==> src/rtl/fifo_arb_pkg.sv <==
// fifo_arb_pkg: state encoding, header tag and header-word builder shared by the
// FIFO write-side arbiter.
package fifo_arb_pkg;

  typedef enum logic [1:0] {
    IDLE = 2'd0,
    HDR  = 2'd1,
    DATA = 2'd2,
    PAD  = 2'd3
  } arb_state_t;

  localparam logic [7:0]  HDR_TAG   = 8'hA5;
  localparam int unsigned HDR_MAX_W = 64;

  // Tag in the top byte of a width-bit word, channel ID zero-extended below it.
  function automatic logic [HDR_MAX_W-1:0] build_hdr(input logic [3:0] ch_id,
                                                     input int unsigned width);
    logic [HDR_MAX_W-1:0] w_hdr;
    w_hdr = ({56'd0, HDR_TAG} << (width - 32'd8)) | {60'd0, ch_id};
    return w_hdr;
  endfunction

endpackage

==> src/rtl/rr_arbiter.sv <==
// rr_arbiter: combinational round-robin pick of the first requester after the
// previous winner, returned both one-hot and as a binary index.
module rr_arbiter #(
  parameter int N    = 4,
  parameter int ID_W = $clog2(N)
) (
  input  logic [N-1:0]    i_req,
  input  logic [ID_W-1:0] i_last_grant,
  output logic [N-1:0]    o_gnt,
  output logic [ID_W-1:0] o_gnt_id
);

  logic            w_found;
  logic [ID_W:0]   w_sum;
  logic [ID_W-1:0] w_idx;

  // Walk last_grant+1 .. last_grant+N (mod N); the first request seen wins.
  always_comb begin
    o_gnt    = '0;
    o_gnt_id = '0;
    w_found  = 1'b0;
    w_sum    = '0;
    w_idx    = '0;
    for (int i = 1; i <= N; i++) begin
      w_sum    = {1'b0, i_last_grant} + (ID_W+1)'(i);
      w_idx    = (w_sum >= (ID_W+1)'(N)) ? ID_W'(w_sum - (ID_W+1)'(N)) : ID_W'(w_sum);
      o_gnt[w_idx] = i_req[w_idx] & ~w_found;
      o_gnt_id = (i_req[w_idx] & ~w_found) ? w_idx : o_gnt_id;
      w_found  = w_found | i_req[w_idx];
    end
  end

endmodule

==> src/rtl/fifo_wr_arb.sv <==
// fifo_wr_arb: round-robin arbiter framing producer bursts (header, data, zero pad)
// onto the single write port of the packing FIFO.
module fifo_wr_arb
  import fifo_arb_pkg::*;
#(
  parameter int N_CH      = 4,
  parameter int IN_WIDTH  = 16,
  parameter int PACK      = 16,
  parameter int MAX_BURST = 15
) (
  input  logic                     wr_clk,
  input  logic                     rst,
  input  logic                     clr,
  input  logic [N_CH-1:0]          ch_valid,
  input  logic [N_CH*IN_WIDTH-1:0] ch_data,
  input  logic [N_CH-1:0]          ch_last,
  output logic [N_CH-1:0]          ch_ready,
  input  logic                     fifo_full,
  output logic                     o_wr_en,
  output logic [IN_WIDTH-1:0]      o_din,
  output logic [N_CH-1:0]          o_grant,
  output logic                     o_busy,
  output logic                     o_trunc
);

  localparam int ID_W = $clog2(N_CH);
  localparam int FC_W = $clog2(PACK);
  localparam int DC_W = $clog2(MAX_BURST + 1);

  arb_state_t          r_state, w_state_nxt;
  logic [N_CH-1:0]     r_gnt, w_arb_gnt;
  logic [ID_W-1:0]     r_gnt_id, r_last_grant, w_arb_id;
  logic [FC_W-1:0]     r_frame_cnt, w_fc_inc;
  logic [DC_W-1:0]     r_data_cnt;
  logic                r_busy, r_trunc;
  logic                w_any_req, w_sel_valid, w_sel_last, w_at_limit;
  logic                w_beat, w_burst_end, w_trunc;
  logic [IN_WIDTH-1:0] w_sel_data;
  logic [IN_WIDTH-1:0] w_ch_word [N_CH];

  for (genvar k = 0; k < N_CH; k++) begin : g_unpack
    assign w_ch_word[k] = ch_data[k*IN_WIDTH +: IN_WIDTH];
  end

  rr_arbiter #(.N(N_CH)) u_rr (
    .i_req        (ch_valid),
    .i_last_grant (r_last_grant),
    .o_gnt        (w_arb_gnt),
    .o_gnt_id     (w_arb_id)
  );

  assign w_any_req   = |ch_valid;
  assign w_sel_valid = ch_valid[r_gnt_id];
  assign w_sel_last  = ch_last[r_gnt_id];
  assign w_sel_data  = w_ch_word[r_gnt_id];
  assign w_at_limit  = (r_data_cnt == DC_W'(MAX_BURST - 1));
  assign w_beat      = (r_state == DATA) & w_sel_valid & ~fifo_full;
  assign w_burst_end = w_beat & (w_sel_last | w_at_limit);
  // A last word landing exactly on the limit is a normal end, not a truncation.
  assign w_trunc     = w_beat & ~w_sel_last & w_at_limit;
  assign w_fc_inc    = r_frame_cnt + FC_W'(1);

  // State register.
  always_ff @(posedge wr_clk or posedge rst) begin
    if (rst) begin
      r_state <= IDLE;
    end else if (clr) begin
      r_state <= IDLE;
    end else begin
      r_state <= w_state_nxt;
    end
  end

  // Next-state: a frame closes once the write count wraps to a PACK boundary.
  always_comb begin
    w_state_nxt = r_state;
    case (r_state)
      IDLE:    w_state_nxt = w_any_req ? HDR : IDLE;
      HDR:     w_state_nxt = fifo_full ? HDR : DATA;
      DATA: begin
        if (w_burst_end) begin
          w_state_nxt = (w_fc_inc == '0) ? IDLE : PAD;
        end else begin
          w_state_nxt = DATA;
        end
      end
      PAD:     w_state_nxt = (!fifo_full && (w_fc_inc == '0)) ? IDLE : PAD;
      default: w_state_nxt = IDLE;
    endcase
  end

  // Write port and producer handshake, combinational for zero-cycle accept.
  always_comb begin
    o_wr_en  = 1'b0;
    o_din    = '0;
    ch_ready = '0;
    case (r_state)
      HDR: begin
        if (!fifo_full) begin
          o_wr_en = 1'b1;
          o_din   = IN_WIDTH'(build_hdr(4'(r_gnt_id), IN_WIDTH));
        end else begin
          o_wr_en = 1'b0;
        end
      end
      DATA: begin
        ch_ready = fifo_full ? '0 : r_gnt;
        if (w_beat) begin
          o_wr_en = 1'b1;
          o_din   = w_sel_data;
        end else begin
          o_wr_en = 1'b0;
        end
      end
      PAD:     o_wr_en = ~fifo_full;
      default: o_wr_en = 1'b0;
    endcase
  end

  // Counters, round-robin pointer and registered status outputs.
  always_ff @(posedge wr_clk or posedge rst) begin
    if (rst) begin
      r_frame_cnt  <= '0;
      r_data_cnt   <= '0;
      r_gnt_id     <= '0;
      r_last_grant <= ID_W'(N_CH - 1);
      r_gnt        <= '0;
      r_busy       <= 1'b0;
      r_trunc      <= 1'b0;
    end else if (clr) begin
      r_frame_cnt  <= '0;
      r_data_cnt   <= '0;
      r_gnt_id     <= '0;
      r_last_grant <= ID_W'(N_CH - 1);
      r_gnt        <= '0;
      r_busy       <= 1'b0;
      r_trunc      <= 1'b0;
    end else begin
      r_trunc <= w_trunc;
      r_busy  <= (w_state_nxt != IDLE);
      r_gnt   <= (w_state_nxt == IDLE) ? '0 : ((r_state == IDLE) ? w_arb_gnt : r_gnt);
      case (r_state)
        IDLE: begin
          r_frame_cnt <= '0;
          r_data_cnt  <= '0;
          if (w_any_req) begin
            r_gnt_id     <= w_arb_id;
            r_last_grant <= w_arb_id;
          end
        end
        HDR: begin
          if (!fifo_full) r_frame_cnt <= FC_W'(1);
        end
        DATA: begin
          if (w_beat) begin
            r_frame_cnt <= w_fc_inc;
            r_data_cnt  <= w_burst_end ? '0 : r_data_cnt + DC_W'(1);
          end
        end
        PAD: begin
          if (!fifo_full) r_frame_cnt <= w_fc_inc;
        end
        default: r_frame_cnt <= '0;
      endcase
    end
  end

  assign o_grant = r_gnt;
  assign o_busy  = r_busy;
  assign o_trunc = r_trunc;

endmodule

==> config.mk <==
export PLATFORM = sky130hd
export DESIGN_NAME = fifo_wr_arb
export DESIGN_NICKNAME = d
export VERILOG_FILES = /design/src/rtl/fifo_arb_pkg.sv /design/src/rtl/rr_arbiter.sv /design/src/rtl/fifo_wr_arb.sv
export SDC_FILE = /design/constraint.sdc
export NUM_CORES = 1
export LEC_CHECK = 0
export CAP_MARGIN = 40
export CORE_UTILIZATION = 40
export CTS_BUF_LIST = sky130_fd_sc_hd__clkbuf_16
export CTS_CLUSTER_SIZE = 10
export DETAILED_ROUTE_END_ITERATION = 12
export PLACE_DENSITY = 0.77
export SLEW_MARGIN = 20
export SYNTH_ARGS = -nofsm -noshare
export SYNTH_HDL_FRONTEND = slang
export SYNTH_SLANG_ARGS = --single-unit
==> constraint.sdc <==
create_clock -name wr_clk -period 6.8 [get_ports wr_clk]
set_input_delay 1.36 -clock wr_clk [delete_from_list [all_inputs] [get_ports wr_clk]]
set_output_delay 1.36 -clock wr_clk [all_outputs]
set_load 0.05 [all_outputs]
**Yosys cells after proc, flatten, opt, wreduce, memory -nomap -nowiden**

Cells that the tools add are included.

- RAM bits: 0
- Latch bits: 0
- Register bits after elaboration: 20
- ROM bits: 0
- Word-level logic and storage cells: 142
- Memories: 0
- Input bits: 76

- Eq/ne operators: 7
- Muxes and demuxes: 67
- Reduce and logical (&&, ||, !) cells: 18
- Magnitude comparators: 14
- $add $sub $neg: 10
- Bitwise logic cells: 18
- Divide/modulo/power cells: 0
- Multiply operators: 0
- Shift-type cells: 0

Operators with widths:

| operator | count |
|---|---|
| 2-to-1 mux 16 bit | 4 |
| 2-to-1 mux 4 bit | 12 |
| 2-to-1 mux 2 bit | 17 |
| binary-select mux 16 bit (select 2 bit) | 1 |
| one-hot mux 16 bit (2 select lines) | 1 |
| one-hot mux 4 bit (4 select lines) | 1 |
| >= comparator 3 bit (second input constant) | 5 |
| < comparator 2 x 3 -> 1 bit (second input constant) | 5 |
| 2-to-1 mux 1 bit | 15 |
| binary-select mux 1 bit (select 2 bit) | 6 |
| bitwise mux 4 bit | 3 |
| != test 3 bit (second input constant) | 3 |
| adder 4 x 1 -> 4 bit (second input constant) | 2 |
| AND 1 bit | 8 |
| demux 1 bit (select 2 bit) | 4 |
| >= comparator 2 x 1 -> 1 bit (second input constant) | 4 |
| one-hot mux 2 bit (4 select lines) | 1 |
| one-hot mux 4 bit (2 select lines) | 1 |
| subtractor 2 x 1 -> 2 bit (second input constant) | 4 |
| adder 2 x 2 -> 3 bit (second input constant) | 2 |
| nonzero test 2 bit | 3 |
| nonzero test 3 bit | 2 |
| logical AND 1 bit | 5 |
| inverter 1 bit | 5 |
| 15 further kinds | 20 |

**Depth between registers and ports, before layout**

Gate-level depths: netlist (run 1).

- Word-level depth: 14
- Gate-level depth with buffers: 9
- Gate-level depth less buffers: 7

**By module**

Synthesis (run 1) repeated with hierarchy kept, for this count alone.

- Cells, all modules: 245
- Area total of the unflattened synthesis: 2333.5 um2

Modules (own cells, without submodules):

| module | times used | area each (um2) | cells an instance | seq. area each (um2) |
|---|---|---|---|---|
| fifo_wr_arb | 1 | 1778.0 | 184 | 503.0 |
| rr_arbiter | 1 | 555.5 | 61 | 0.0 |

**Worst setup path after synthesis (run 1)**

No wires, ideal clock.

- Path kind: input to output
- From: in fifo_full
- To: out o_wr_en
- Path slack: 2541 ps
- Arrival: 2899 ps
- Stages on the path: 6
- Required time: 5440 ps
- Path through: or3b_4 -> o22ai_2 -> buf_2 -> buf_2 -> nor2_1 -> nor2_1

- Longest elaborated chain between the ends: 4
- Elaborated cells between the ends (all ways): 5
- Those cells by class: mux: 3; bitwise: 2

RTL lines:

| what | RTL line | text |
|---|---|---|
| start: declaration | fifo_wr_arb.sv:18 | `input logic fifo_full,` |
| inverter 1 bit | fifo_wr_arb.sv:57, fifo_wr_arb.sv:115 |  |
| AND 1 bit | fifo_wr_arb.sv:57 | `assign w_beat = (r_state == DATA) & w_sel_valid & ~fifo_full;` |
| 2-to-1 mux 1 bit | fifo_wr_arb.sv:108 | `if (w_beat) begin` |
| one-hot mux 1 bit (3 select lines) * | fifo_wr_arb.sv:97 | `case (r_state)` |
| end: declaration | fifo_wr_arb.sv:19 | `output logic o_wr_en,` |

Mark *: on every way between the ends. The rest lies on a longest branch, timed or not.

**Worst setup path in the final report (run 1)**

- From: in ch_valid[3]
- To: out o_wr_en

- Longest elaborated chain between the ends: 6

RTL lines:

| what | RTL line | text |
|---|---|---|
| start: declaration | fifo_wr_arb.sv:14 | `input logic [N_CH-1:0] ch_valid,` |
| binary-select mux 1 bit (select 2 bit) | fifo_wr_arb.sv:53 | `assign w_sel_valid = ch_valid[r_gnt_id];` |
| 2-to-1 mux 1 bit (implied by the code) | fifo_wr_arb.sv:53 |  |
| AND 1 bit (2 in series) | fifo_wr_arb.sv:57 |  |
| 2-to-1 mux 1 bit | fifo_wr_arb.sv:108 |  |
| one-hot mux 1 bit (3 select lines) | fifo_wr_arb.sv:97 |  |

Every way passes these cells. The select of a mux whose other input is x is not followed.

==> qor_table.md, run 1 <==
| Parameter | Value | Unit |
| --- | --- | --- |
| GR Overflow Total | 0 | - |
| Initial DRC count | 111 | - |
| Final total negative setup slack | 0 | ns |
| Clock Latency Late Sink | 0.26 | ns |
| Area share of the largest cell type after synthesis | 19.5 | % |
| Vertical extent of the die | 78.0 | um |
| Depth of the CTS H-tree | 1 | - |
| Worst slew margin relative to its limit | 45.7 | % |
| Crit start category | primary input | - |
| Largest family of logic cells by synthesized area | simple AND/OR/NAND/NOR gates | - |
| Post-CTS Resized | 0 | - |
| Fraction of layout cells with a size suffix above 1 | 12.5 | % |
| Transition time at the pin with the least slew margin | 0.814 | ns |
| Setup violation total in the final timing report | 0 | - |
| Worst reg2reg path depth | 7 | - |
| Average instance area after synthesis | 9.10 | um2 |
| Final Max Slew Viols | 0 | - |
| Antenna diodes | 0 | - |
| Clock-pin transition on the worst setup and hold timing paths | 0.06 | ns |
| Worst Min Path Start | r_frame_cnt[3] | - |
| Antenna violations before repair | 0 | - |
| Combined flip-flop and latch cell area | 503 | um2 |
| CTS Buf Count | 3 | - |
| Post-Synth Simple-Gate Area | 27.7 | % |
| Outcome | completed | - |
| Count of state elements after synthesis | 20 | - |
| Root Driver | clkbuf_16 | - |
| Maximum clock frequency | 179 | MHz |
| FILL cells | 493 | - |
| DRC | 0 | - |
| Share of the yosys chip area belonging to registers | 21.8 | % |
| Xor/xnor cell area share of the yosys netlist | 0 | % |
| Most used DFF post-synth | dfrtp_1 | - |
| Ranking of synthesized cells by instance count | 21 x nand2_1, 19 x mux4_2, 19 x nor2_1 | - |
| R2r startpoint | r_state[0] | - |
| Routed wire length | 7.13 | mm |
| Pin count of the biggest net entering global routing | 22 | - |
| Peak supply drop | 0.128 | mV |
| Synthesis-to-finish area growth | 49.8 | % |
| Final Hold Viols | 0 | - |
| GRT Total Usage | 23.8 | % |
| Cell types with the largest area share after synthesis | dfrtp_1 19%, mux4_2 19%, ha_1 6.5% | - |
| Power density over the cells | 181 | mW/mm2 |
| Arrival time at the worst endpoint | 4.24 | ns |
| Post-synthesis mux area share | 20.3 | % |
| Fraction of the cycle the final worst path needs | 82.4 | % |
| # port buffers | 102 | - |
| Worst Hold Path Cells | 1 | - |
| Die width | 78.0 | um |
| Required time of the worst setup path | 5.44 | ns |
| Adder and majority gate portion of the synthesized area | 6.49 | % |
| Number of flops mapped to enable cells by yosys | 0 | - |
| Syn nets | 342 | - |
| Row count | 27 | - |
| Final net count | 434 | - |
| Cell area after synthesis | 0.00231 | mm2 |
| Final worst clock skew | 0.00304 | ns |
| Detailed-route via count | 2351 | - |
| Yosys Warn Count | 0 | - |
| Cell type with the largest total area after synthesis | dfrtp_1 | - |
| Area fraction in compound gates after synthesis | 18.1 | % |
| Routed wire per std cell | 17.1 | um |
| Worst hold path class | reg -> reg | - |
| Critical path class | in -> out | - |
| Detailed Routing Iterations Pass 1 | 4 | - |
| TritonCTS clock tree | yes | - |
| Via count of the first global-routing pass | 2294 | - |
| Floorplan Core Area | 0.00554 | mm2 |
| Drt via density | 5.64 | - |
| RR Endpoint | r_data_cnt[3] | - |
| Leakage power of the design | 1.38 | nW |
| Maximum fanout encountered on the critical timing path | 21 | - |
| Register-to-register path setup slack | 4.16 | ns |
| Hold buffer count at cts | 0 | - |
| Starting density of the core | 41.7 | % |
| Post-Route Utilization | 62.5 | % |
| Most frequent cell after synthesis | nand2_1 | - |
| Library cells used by synthesis | 61 | - |
| Final HPWL from detailed placement | 5.50 | mm |
| Global-route wire length before repair | 11.5 | mm |
| IO Count | 103 | - |
| Buffers from clock root to sink, at most | 2 | - |
| Crit end category | primary output | - |
| Setup repair after global routing missed its margin | false | - |
| Cells after Synth | 254 | - |
| Post-detailed-route count of antenna-violating nets | 0 | - |
| Total die area | 0.00609 | mm2 |
| Clock sink count | 20 | - |
| End point of the worst hold path | r_frame_cnt[3] | - |
| Postcts setup bufs | 0 | - |
| Gpl congestion | 0.839 | - |
| Async set-reset flop share out of synthesis | 100 | % |
| Final critical path time including I/O delays and setup | 5.60 | ns |
| Footprint of the multi-input gates | 0.00168 | mm2 |
| Max-cap check violation count | 0 | - |
[layer usage]
| metal | track usage (%) | part of all wire, % | vias to the layer above |
|---|---|---|---|
| met3 | 3.37 | 3.7 | 12 |
| met2 | 42.0 | 53 | 53 |
| met1 | 31.0 | 41 | 1150 |
| met5 | 0 | 0 | - |
| met4 | 5.19 | 1.7 | 0 |
| li1 | - | - | 1136 |
[sequential cells by signal (all words and copies together), names as in the netlist]
name / flops
r_last_grant: 2
r_state: 2
o_busy: 1
o_trunc: 1
r_frame_cnt: 4
o_grant: 4
r_data_cnt: 4
r_gnt_id: 2
[cell usage in the layout, fill, tap and decap left out, types with 4 or more instances in the layout]
master,Yosys,layout
and2_1,6,6
o31ai_1,6,6
nand3_1,11,11
a21oi_1,9,9
o21ai_0,12,12
inv_1,11,11
nand2_1,21,21
clkdlybuf4s50_1,0,102
dfrtp_1,18,18
nor2_1,19,19
and3_1,10,10
ha_1,12,12
nor2b_1,7,7
nand2b_1,4,4
mux4_2,19,19
nor3_1,8,8
nand3b_1,6,6
[through the flow]
step,area (um2),instances,worst slack [ns],power [mW],hold WS (ns)
floorplan,2310,254,2.54,0.368,0.453
global placement,3340,412,1.33,0.455,0.479
detailed placement,3340,412,1.27,0.462,0.483
CTS,3450,416,1.28,0.625,0.499
global route,3460,417,1.00,0.662,0.557
finish,3460,417,1.20,0.628,0.507
[critical path, cell delays in order]
cell	delay, ns
clkdlybuf4s50_1	0.78
mux2i_1	0.27
o22ai_2	0.73
nor2_1	0.13
nor2_1	0.11
clkdlybuf4s50_1	0.84
[cell type report]
| type | count | share of cell area [%] |
|---|---|---|
| clock buffers | 3 | 2.17 |
| clock inverters | 1 | 0.867 |
| inverters | 12 | 1.30 |
| multi-input cells | 205 | 48.4 |
| flip-flops and latches | 20 | 14.5 |
| well taps | 72 | 2.60 |
| repair buffers | 104 | 30.1 |
[worst max-delay path by stage]
stage           startpoint  depth (start not counted)  slack [ns]   endpoint
2_1_floorplan    fifo_full                          6        2.54    o_wr_en
3_3_place_gp   ch_valid[3]                          6        1.33    o_wr_en
3_5_place_dp   ch_valid[3]                          5        1.27   o_din[3]
4_1_cts        ch_valid[3]                          5        1.28   o_din[3]
5_1_grt        ch_valid[3]                          6        1.00  o_din[10]
6_report       ch_valid[3]                          6        1.20    o_wr_en
[cell families after synthesis]
family          after synthesis
mux                          23
compound gates               56
flops                        20
fa+ha+maj                    12
buf+inv                      29
simple gates                114
[where the power goes]
group	leakage [nW]	internal [mW]	switching, mW	total, mW
Clock	0.0511	0.117	0.0466	0.163
Sequential	0.265	0.132	0.0206	0.153
Combinational	1.07	0.156	0.156	0.312
No activity file was read; power rests on OpenSTA's default activity.
==> inputs of run 2 (changes only) <==
CORE_UTILIZATION = 39   (was 40)
PLACE_DENSITY = 0.79   (was 0.77)
clock period = 5 ns   (was 6.8 ns; I/O delays follow)
==> qor_table.md, run 2 (synthesized netlist as in run 1, its figures left out) <==
| Parameter | Value | Unit | vs previous |
| --- | --- | --- | --- |
| Die width | 79 | um | was 78.0 um |
| Maximum fanout encountered on the critical timing path | 16 | - | was 21 |
| Final Hold Viols | 0 | - | unchanged |
| Transition time at the pin with the least slew margin | 0.784 | ns | was 0.814 ns |
| Pin count of the biggest net entering global routing | 21 | - | was 22 |
| GRT Total Usage | 21.7 | % | was 23.8% |
| Fraction of the cycle the final worst path needs | 89.6 | % |  |
| DRC | 0 | - | unchanged |
| Clock sink count | 20 | - | unchanged |
| Cell area reported after detailed placement | 0.00337 | mm2 | was 0.00334 mm2 |
| Final net count | 438 | - | was 434 |
| Global-route wire length before repair | 10.8 | mm | was 11.5 mm |
| Arrival time at the worst endpoint | 3.48 | ns | was 4.24 ns |
| Clock-pin transition on the worst setup and hold timing paths | 0.05 | ns | was 0.06 ns |
| Most common cell after layout, fill and taps aside | clkdlybuf4s50_1 | - | unchanged |
| Final HPWL from detailed placement | 5.20 | mm | was 5.50 mm |
| Initial DRC count | 106 | - | was 111 |
| Root Driver | clkbuf_16 | - | unchanged |
| Worst reg2reg path depth | 7 | - | unchanged |
| Synthesis-to-finish area growth | 50.1 | % | was 49.8% |
| Highest-count cells in the layout ignoring fill and taps | 96 x clkdlybuf4s50_1, 21 x nand2_1, 19 x mux4_2, 19 x nor2_1, 18 x dfrtp_1 | - | was 102 x clkdlybuf4s50_1, 21 x nand2_1, 19 x mux4_2, 19 x nor2_1, 18 x dfrtp_1 |
| Maximum clock frequency | 223 | MHz |  |
| Gpl congestion | 0.885 | - | was 0.839 |
| Crit start category | primary input | - | unchanged |
| Vertical extent of the die | 79 | um | was 78.0 um |
| IO Count | 103 | - | unchanged |
| Total die area | 0.00624 | mm2 | was 0.00609 mm2 |
| Detailed-route via count | 2363 | - | was 2351 |
| Final worst clock skew | 0.00159 | ns | was 0.00304 ns |
| Clock Latency Late Sink | 0.25 | ns | was 0.26 ns |
| Final critical path time including I/O delays and setup | 4.48 | ns |  |
| Post-CTS Resized | 0 | - | unchanged |
| Setup repair after global routing missed its margin | false | - | unchanged |
| Depth of the CTS H-tree | 1 | - | unchanged |
| Worst hold path class | reg -> reg | - | unchanged |
| Max-cap check violation count | 0 | - | unchanged |
| Worst slew margin relative to its limit | 47.7 | % | was 45.7% |
| Row count | 27 | - | unchanged |
| CTS Buf Count | 3 | - | unchanged |
| # port buffers | 102 | - | unchanged |
| GR Overflow Total | 0 | - | unchanged |
| Leakage power of the design | 1.41 | nW | was 1.38 nW |
| Total power | 0.845 | mW | was 0.628 mW |
| Required time of the worst setup path | 4.00 | ns | was 5.44 ns |
| Buffers from clock root to sink, at most | 2 | - | unchanged |
| Antenna diodes | 0 | - | unchanged |
| Detailed Routing Iterations Pass 1 | 5 | - | was 4 |
| Crit end category | primary output | - | unchanged |
| Floorplan Core Area | 0.00561 | mm2 | was 0.00554 mm2 |
| Post-Route Hold Slack | 0.534 | ns | was 0.507 ns |
| Final non-filler cell area | 0.00347 | mm2 | was 0.00346 mm2 |
| Starting density of the core | 41.2 | % | was 41.7% |
| Hold buffer count at cts | 0 | - | unchanged |
| Final total negative setup slack | 0 | ns | unchanged |
| Post-Route Utilization | 61.9 | % | was 62.5% |
| Final Max Slew Viols | 0 | - | unchanged |
| Via count of the first global-routing pass | 2327 | - | was 2294 |
| Setup violation total in the final timing report | 0 | - | unchanged |
| Post-detailed-route count of antenna-violating nets | 0 | - | unchanged |
| TritonCTS clock tree | yes | - | unchanged |
| Antenna violations before repair | 0 | - | unchanged |
| Power density over the cells | 244 | mW/mm2 | was 181 mW/mm2 |
| Peak supply drop | 0.220 | mV | was 0.128 mV |
| Routed wire length | 6.55 | mm | was 7.13 mm |
| Outcome | completed | - | unchanged |
| Drt via density | 5.61 | - | was 5.64 |
| Postcts setup bufs | 0 | - | unchanged |
| Fraction of layout cells with a size suffix above 1 | 15.2 | % | was 12.5% |
| Critical path class | in -> out | - | unchanged |
| Worst Hold Path Cells | 1 | - | unchanged |
| Routed wire per std cell | 15.6 | um | was 17.1 um |
[run 2: power by group]
part           internal [mW]  switching (mW)
Clock                  0.159          0.0605
Combinational          0.211           0.197
Sequential             0.180          0.0383
[run 2: final timing paths]
check / from / slack, ns / end
max in group asynchronous: rst / 3.37 / r_frame_cnt[1]
min: r_frame_cnt[3] / 0.53 / r_frame_cnt[3]
max reg2reg: r_last_grant[0] / 2.40 / o_grant[3]
min in group asynchronous: rst / 1.17 / o_trunc
max: fifo_full / 0.52 / o_din[12]
min reg2reg: r_frame_cnt[3] / 0.53 / r_frame_cnt[3]
[run 2: layout make-up]
type / count / area, um2
fill: 487 / 2140
multi-input combinational: 205 / 1680
inverter: 12 / 45.0
clock buffer: 3 / 75.1
sequential: 20 / 503
tap: 72 / 90.1
clock inverter: 1 / 30.0
timing repair buffer: 108 / 1050
[run 2: worst max-delay path, cell delays in order]
cell and delay (ns):
clkdlybuf4s50_1 0.55, or3b_4 0.44, o22ai_2 0.44, and3_1 0.25, clkdlybuf4s50_1 0.79
[run 2: through the flow]
stage,std cells,setup slack [ns]
4_1_cts,421,0.518
2_1_floorplan,254,1.46
3_3_place_gp,417,0.561
3_5_place_dp,417,0.521
5_1_grt,421,0.326
6_report,421,0.520
[run 2: layer usage]
| layer | GRT usage [%] | wire, um | share of wire, % | vias up |
|---|---|---|---|---|
| li1 | - | - | - | 1146 |
| met1 | 26.0 | 2650 | 40 | 1143 |
| met2 | 39.1 | 3480 | 53 | 59 |
| met3 | 3.79 | 289 | 4.4 | 15 |
| met4 | 6.73 | 139 | 2.1 | 0 |
| met5 | 0 | 0 | 0 | - |
